`src/rtl/pipeline_hazard_controller.sv`:
```
// rtl/pipeline_hazard_controller.sv - hazard, forwarding and memory-wait sequencing for a 5-stage pipeline
//
// Purpose: per-stage stall/flush enables, execute-stage forwarding selects,
// memory-stage freeze with timeout error, saturating stall/flush counters.
// Ports:
//   clk, rst                        clock, asynchronous active-high reset
//   Rs1D/Rs2D/Rs1E/Rs2E/RdE/RdM/RdW register addresses per stage
//   MemReadEnE, PCSrcD, JalD        load-use and redirect sources
//   RegWriteEnM/W, MemReadEnM,
//   MemWriteEnM, MemReadyM          forwarding sources and memory handshake
//   StallF/D/E/M, FlushD/E/W        pipeline register controls
//   ForwardAE/BE                    00 regfile, 01 writeback, 10 memory ALU
//   MemErr                          sticky memory timeout error
//   StallCount, FlushCount          saturating performance counters
module pipeline_hazard_controller #(
  parameter int XLEN        = 64,
  parameter int MEM_TIMEOUT = 16,
  parameter int CNT_W       = 32
) (
  input  logic             clk,
  input  logic             rst,
  input  logic [4:0]       Rs1D,
  input  logic [4:0]       Rs2D,
  input  logic [4:0]       Rs1E,
  input  logic [4:0]       Rs2E,
  input  logic [4:0]       RdE,
  input  logic             MemReadEnE,
  input  logic             PCSrcD,
  input  logic             JalD,
  input  logic [4:0]       RdM,
  input  logic             RegWriteEnM,
  input  logic             MemReadEnM,
  input  logic             MemWriteEnM,
  input  logic             MemReadyM,
  input  logic [4:0]       RdW,
  input  logic             RegWriteEnW,
  output logic             StallF,
  output logic             StallD,
  output logic             StallE,
  output logic             StallM,
  output logic             FlushD,
  output logic             FlushE,
  output logic             FlushW,
  output logic [1:0]       ForwardAE,
  output logic [1:0]       ForwardBE,
  output logic             MemErr,
  output logic [CNT_W-1:0] StallCount,
  output logic [CNT_W-1:0] FlushCount
);

  localparam logic [1:0] RUN      = 2'd0;
  localparam logic [1:0] MEM_WAIT = 2'd1;
  localparam logic [1:0] MEM_ERR  = 2'd2;

  localparam logic [7:0] TIMEOUT = 8'(MEM_TIMEOUT);

  // Only register addresses are compared; the datapath width is carried for
  // documentation and sanity-checked here together with the timeout range.
  if (XLEN < 1 || MEM_TIMEOUT < 1 || MEM_TIMEOUT > 255) begin : g_param_chk
    $error("pipeline_hazard_controller: illegal XLEN or MEM_TIMEOUT");
  end

  logic [1:0]       state_q, state_d;
  logic [7:0]       wcnt_q, wcnt_d;
  logic [CNT_W-1:0] stall_cnt_q, stall_cnt_d;
  logic [CNT_W-1:0] flush_cnt_q, flush_cnt_d;

  logic memreq, lu, redir;
  logic freeze, run_eval;

  assign memreq = MemReadEnM | MemWriteEnM;
  assign lu     = MemReadEnE & (RdE != 5'd0) & ((RdE == Rs1D) | (RdE == Rs2D));
  assign redir  = PCSrcD | JalD;

  always_comb begin
    state_d  = state_q;
    wcnt_d   = wcnt_q;
    freeze   = 1'b0;
    run_eval = 1'b0;
    case (state_q)
      RUN: begin
        if (memreq && !MemReadyM) begin
          // The first unanswered cycle already counts as wait cycle 1.
          freeze  = 1'b1;
          wcnt_d  = 8'd1;
          state_d = (TIMEOUT == 8'd1) ? MEM_ERR : MEM_WAIT;
        end else begin
          run_eval = 1'b1;
        end
      end
      MEM_WAIT: begin
        if (MemReadyM) begin
          // Ack releases the freeze in the same cycle; normal hazard logic applies.
          run_eval = 1'b1;
          wcnt_d   = 8'd0;
          state_d  = RUN;
        end else begin
          freeze = 1'b1;
          wcnt_d = wcnt_q + 8'd1;
          if (wcnt_d >= TIMEOUT) state_d = MEM_ERR;
        end
      end
      MEM_ERR: freeze = 1'b1;
      default: begin
        state_d = RUN;
        wcnt_d  = 8'd0;
      end
    endcase
  end

  // Memory freeze outranks load-use, which in turn suppresses a redirect
  // whose branch operands are not yet available.
  always_comb begin
    StallF    = 1'b0;
    StallD    = 1'b0;
    StallE    = 1'b0;
    StallM    = 1'b0;
    FlushD    = 1'b0;
    FlushE    = 1'b0;
    FlushW    = 1'b0;
    ForwardAE = 2'b00;
    ForwardBE = 2'b00;
    if (!rst) begin
      StallF = freeze | (run_eval & lu);
      StallD = freeze | (run_eval & lu);
      StallE = freeze;
      StallM = freeze;
      FlushW = freeze;
      FlushE = run_eval & lu;
      FlushD = run_eval & !lu & redir;
      if (RegWriteEnM && RdM != 5'd0 && RdM == Rs1E)      ForwardAE = 2'b10;
      else if (RegWriteEnW && RdW != 5'd0 && RdW == Rs1E) ForwardAE = 2'b01;
      if (RegWriteEnM && RdM != 5'd0 && RdM == Rs2E)      ForwardBE = 2'b10;
      else if (RegWriteEnW && RdW != 5'd0 && RdW == Rs2E) ForwardBE = 2'b01;
    end
  end

  always_comb begin
    stall_cnt_d = stall_cnt_q;
    flush_cnt_d = flush_cnt_q;
    if (StallF && stall_cnt_q != '1)              stall_cnt_d = stall_cnt_q + 1'b1;
    if ((FlushD || FlushE) && flush_cnt_q != '1)  flush_cnt_d = flush_cnt_q + 1'b1;
  end

  always_ff @(posedge clk or posedge rst) begin
    if (rst) begin
      state_q     <= RUN;
      wcnt_q      <= 8'd0;
      stall_cnt_q <= '0;
      flush_cnt_q <= '0;
    end else begin
      state_q     <= state_d;
      wcnt_q      <= wcnt_d;
      stall_cnt_q <= stall_cnt_d;
      flush_cnt_q <= flush_cnt_d;
    end
  end

  assign MemErr     = (state_q == MEM_ERR);
  assign StallCount = stall_cnt_q;
  assign FlushCount = flush_cnt_q;

endmodule

```
`config.mk`:
```
export PLATFORM = sky130hd
export DESIGN_NAME = pipeline_hazard_controller
export DESIGN_NICKNAME = d
export VERILOG_FILES = /design/src/rtl/pipeline_hazard_controller.sv
export SDC_FILE = /design/constraint.sdc
export NUM_CORES = 1
export LEC_CHECK = 0
export CAP_MARGIN = 20
export CORE_MARGIN = 5
export CORE_UTILIZATION = 40
export DETAILED_ROUTE_END_ITERATION = 10
export DONT_BUFFER_PORTS = 1
export MAX_ROUTING_LAYER = met4
export PLACE_DENSITY = 0.64
export SYNTH_ARGS = -nofsm -noshare
export SYNTH_HDL_FRONTEND = slang
export SYNTH_SLANG_ARGS = --single-unit
```
`constraint.sdc`:
```
create_clock -name clk -period 6.8 [get_ports clk]
set_input_delay 1.36 -clock clk [delete_from_list [all_inputs] [get_ports clk]]
set_output_delay 1.36 -clock clk [all_outputs]
set_load 0.02 [all_outputs]
```
Yosys cells after proc, flatten, opt, wreduce, memory -nomap -nowiden
Cells that the tools add are included.
W data, S select, Z words.

word-level totals
  memories kept = 0
  register bits after elaboration = 74
  ROM bits = 0
  word-level logic and storage cells = 71
  bits in latches = 0
  output and inout bits = 76
  RAM bits = 0

cells by class
  add/sub/neg operators = 3
  $mul = 0
  eq/ne operators = 12
  muxes and demuxes = 23
  order comparisons = 1
  div/mod/pow operators = 0
  reductions and logical operators = 18
  shifts and indexed selects = 0
  bitwise gates (word level) = 10

operators with widths
  cell                     number
  $add A32 B1 Y32 const B  2
  $ne A32 B32 Y1 const B   2
  $eq A5 B5 Y1             6
  $pmux W8 S3              1
  $mux W8                  2
  $reduce_bool A5 Y1       3
  $mux W2                  7
  $mux W1                  10
  $logic_and A1 B1 Y1      9
  $add A8 B1 Y8 const B    1
  $ge A8 B5 Y1 const B     1
  $pmux W2 S3              1
  $and A1 B1 Y1            5
  $or A1 B1 Y1             4
  $ne A3 B3 Y1 const B     1
  $pmux W1 S3              1
  $reduce_and A3 Y1        1
  $eq A2 B1 Y1 const B     1
  $eq A2 B2 Y1 const B     1
  $logic_not A1 Y1         2
  $logic_not A2 Y1         1
  $ne A2 B2 Y1 const B     1
  $pmux W1 S2              1
  $reduce_and A2 Y1        1
  other kinds (2)          2

Logic depth before layout (Yosys ltp)
  depth after elaboration = 9
  depth in mapped cells = 9

Worst setup path after synthesis
Ideal clock, no wire load.

  path type = input to output
  start point = input port rst
  end point = output port ForwardAE[0]
  stages on the path = 4
  path slack = 1092 ps
  data required time = 5440 ps
  data arrival time = 4348 ps
  path buffers = 0
  path through = inv_1 > o211ai_1 > or4_1 > nor4_1

between the ends
  longest elaborated chain between the ends = 1

ends and longest elaborated chain
  item         line  RTL
  from (decl)  21    input logic rst,
  $mux W2      123   if (!rst) begin
  to (decl)    44    output logic [1:0] ForwardAE,

Every way passes these cells.

Worst setup path in the final report
  start point = input port RdM[1]
  end point = output port ForwardBE[0]

between the ends
  longest elaborated chain between the ends = 5
  elaborated cells between the ends (all ways) = 6
  those cells by class = eq/ne: 1; mux: 2; reduce/logical: 3

ends and longest elaborated chain
  item                     line  RTL
  from (decl)              30    input logic [4:0] RdM,
  $reduce_bool A5 Y1       133   if (RegWriteEnM && RdM != 5'd0 && RdM == Rs2E) ForwardBE = 2'b10;
  $logic_and A1 B1 Y1      133
  $logic_and A1 B1 Y1 (*)  133
  $mux W2 (*)              133
  $mux W2 (*)              123
  to (decl)                45    output logic [1:0] ForwardBE,

Every way passes the cells marked *; elsewhere a longest branch is shown, timed or not.

==> results_dict.tcl <==
set metrics [dict create \
    crit_buf_inv 0 \
    cts_hold_buffers 0 \
    fin_crit_sh_pct 66.7 \
    hold_depth 1 \
    numPortBuffers 0 \
    critical-path-max-stage-delay_ns 0.81 \
    layout.nets 446 \
    startpoint_type "primary input" \
    regArea_um2 1850 \
    antenna_found_initial 0 \
    layout_min_cycle_time_ns 4.54 \
    wl_um 9170 \
    post_cts_buffers 0 \
    syn_nets 443 \
    p_switching_uw 315 \
    finalSetupTns_ns 0 \
    grt_pass1_vias 3032 \
    cp_max_fo 4 \
    rr_worst_depth 7 \
    worstPathCellList "or4_1 -> o21ai_0 -> nor3_1 -> nor4_1" \
    power_frac_comb_pct 10.1 \
    tightest_slew_ns 1.07 \
    routed-via-count 2944 \
    synthesis.area_um2 4020 \
    clk_pin_slew_ns 0.08 \
    cts_root_buf "clkbuf_8" \
    cpMaxStageDelayCell "nor4_1" \
    grt_max_degree 75 \
    cts_made_buffers 9 \
    r2r_slack_ns 3.82 \
    crit_family "simple AND/OR/NAND/NOR gates" \
    final_cell_mix "74 x dfrtp_1, 65 x xnor2_1, 38 x nand2_1, 30 x nand3_1, 28 x xor2_1" \
    worstPathArrival_ns 3.18 \
    postRouteAntennaNets 0 \
    viasPerCell 5.49 \
    synth_seq_cells 74 \
    hold_violations 0 \
    cts.path.max_buffers 2 \
    seq_area_frac_synth_pct 46.1 \
    min_path_type "register to register" \
    slew_headroom_pct 28.2 \
    status "complete, no violations" \
    layout-drive-gt1-share_pct 8.19 \
    seq_power_share_pct 52.1 \
    synth_cell_types 48 \
    setup.worst_path.class "primary input to primary output" \
    core_area_um2 9770 \
    drcViolationCount 0 \
    routedWlPerCell_um 17.1 \
    io-pin-count 121 \
    syn-instance-count 395 \
    synth_edf_count 0 \
    grt_overflow 0 \
    use_met2_pct 24.9 \
    grt_pass1_wl_um 14800 \
    cts_max_level 3 \
    r2r-start "state_q[0]$_DFFE_PP0P_" \
    die_w_um 110 \
    cts_resized 0 \
    antenna_cells 0 \
    vdd_drop_max_mv 0.159 \
    synth_area_per_cell_um2 10.2 \
    place_congestion 0.814 \
    layout_commonest_cell "dfrtp_1" \
    yosysWarnings 0 \
    endpoint_kind "primary output" \
    multi_input_area_um2 2100 \
    rsz0062_at_grt "no" \
    setup-violations-final 0 \
    fin_ws_ns 2.26 \
    p_sw_share_pct 28.9 \
    tritoncts "done" \
    num_rows 36 \
    die_h_um 110 \
    required_ns 5.44 \
    power_density_nw_per_um2 249 \
    cp-startpoint "RdM[1]" \
    min_from "wcnt_q[2]$_DFFE_PP0P_" \
    clock_skew_ns 0.0120 \
    holdPathEnd "wcnt_q[2]$_DFFE_PP0P_" \
    track_usage_pct 15.9 \
    busiest_layer "met2" \
    clkLatencyLatePin_ns 0.34 \
    met3_usage_pct 5.47 \
    cap_violations 0 \
    die_area_um2 12100 \
    clock-sinks 74 \
    timing.fmax_mhz 221 \
    start_util_pct 41.1 \
    syn2layout_area_growth_pct 9.29 \
    drt_iter0_drc 156 \
    r2r_end "StallCount[20]$_DFFE_PP0P_" \
    synthFlopType "dfrtp_1" \
    slew_viol_final 0 \
    grt_util_met1_pct 19.1 \
    hpwl_um 6860 \
    nFillCells 946 \
    ys_async_sr_fraction_pct 100 \
    p_leak_nw 1.91 \
    p_int_uw 778 \
    p_clk_share_pct 37.8 \
    drtPass1Iterations 5 \
    place_ws_ns 2.26 \
]
-- worst register-to-register path, cell delays in order, from the launching register on --
cell and delay, ns:
dfrtp_1 0.51, nor3_1 0.33, o21ai_1 0.22, or2_2 0.36, o21bai_4 0.42, o21a_1 0.66
and3_1 0.27, xor2_1 0.16
-- through the flow --
stage | std cells | cell area (um^2) | util [%] | hold WS [ns] | total power [mW]
final | 536 | 4390 | 44.9 | 0.512 | 1.09
after global routing | 536 | 4390 | 44.9 | 0.548 | 1.14
after CTS | 536 | 4390 | 44.9 | 0.509 | 1.11
after detailed placement | 520 | 4140 | 42.4 | 0.495 | 0.690
after global placement | 520 | 4140 | 42.4 | 0.484 | 0.685
after floorplan | 395 | 4020 | - | 0.457 | 0.655
-- Yosys cell counts, drive strengths merged (3+ instances only) --
cell type	count	share of area, %
dfrtp	74	46
xnor2	65	14
nand2	38	3.6
nand3	31	4.0
xor2	28	6.1
nand4	24	4.3
and3	23	3.7
nor2	19	1.8
o21ai	17	2.3
nor3	15	2.2
nor4	8	1.8
or4	8	1.5
buf	6	0.93
and4	5	1.2
clkbuf	4	0.37
ha	3	0.93
inv	3	0.28
-- routing by layer --
metal	wire (um)	share of wire (%)
met3	820	8.9
met2	4290	47
met4	185	2.0
met5	0	0
met1	3870	42
-- layout make-up --
type	instances	area share [%]
clock buffers	12	3.31
clock inverters	4	2.25
inverters	3	0.257
multi-input cells	308	47.8
flip-flops and latches	74	42.2
well taps	133	3.79
repair buffers	2	0.342
-- sequential cells by signal, summed over array words and instances (netlist names) --
signal,flops
FlushCount,32
wcnt_q,8
StallCount,32
state_q,2
-- kinds of logic (layout without fill, tap and decap cells) --
group | count (synthesis) | count (layout) | synth area share (%)
AND/OR/NAND/NOR | 181 | 181 | 25.8
XOR/XNOR | 93 | 93 | 20.3
flip-flops | 74 | 74 | 46.1
AO/OA/AOI/OAI | 30 | 30 | 4.99
buffers and inverters | 13 | 21 | 1.59
adder cells (fa/ha/maj) | 3 | 3 | 0.935
multiplexers | 1 | 1 | 0.249
-- worst max path at each step --
stage                              end  slack [ns]  cells past startpoint
after detailed placement  ForwardBE[0]        2.26                      4
after CTS                 ForwardBE[0]        2.26                      4
final                     ForwardBE[0]        2.26                      4
after floorplan           ForwardAE[0]        1.09                      4
after global placement    ForwardBE[0]        2.35                      4
after global routing      ForwardBE[0]        2.13                      4
-- power by group through the flow --
| stage | clock network, mW | logic (mW) | registers [mW] |
|---|---|---|---|
| after floorplan | 0 | 0.0977 | 0.557 |
| after global placement | 0 | 0.108 | 0.576 |
| after detailed placement | 0 | 0.112 | 0.579 |
| after CTS | 0.428 | 0.112 | 0.570 |
| after global routing | 0.442 | 0.126 | 0.576 |
| final | 0.414 | 0.110 | 0.569 |
Note: power is estimated with default switching activity, not from simulation.
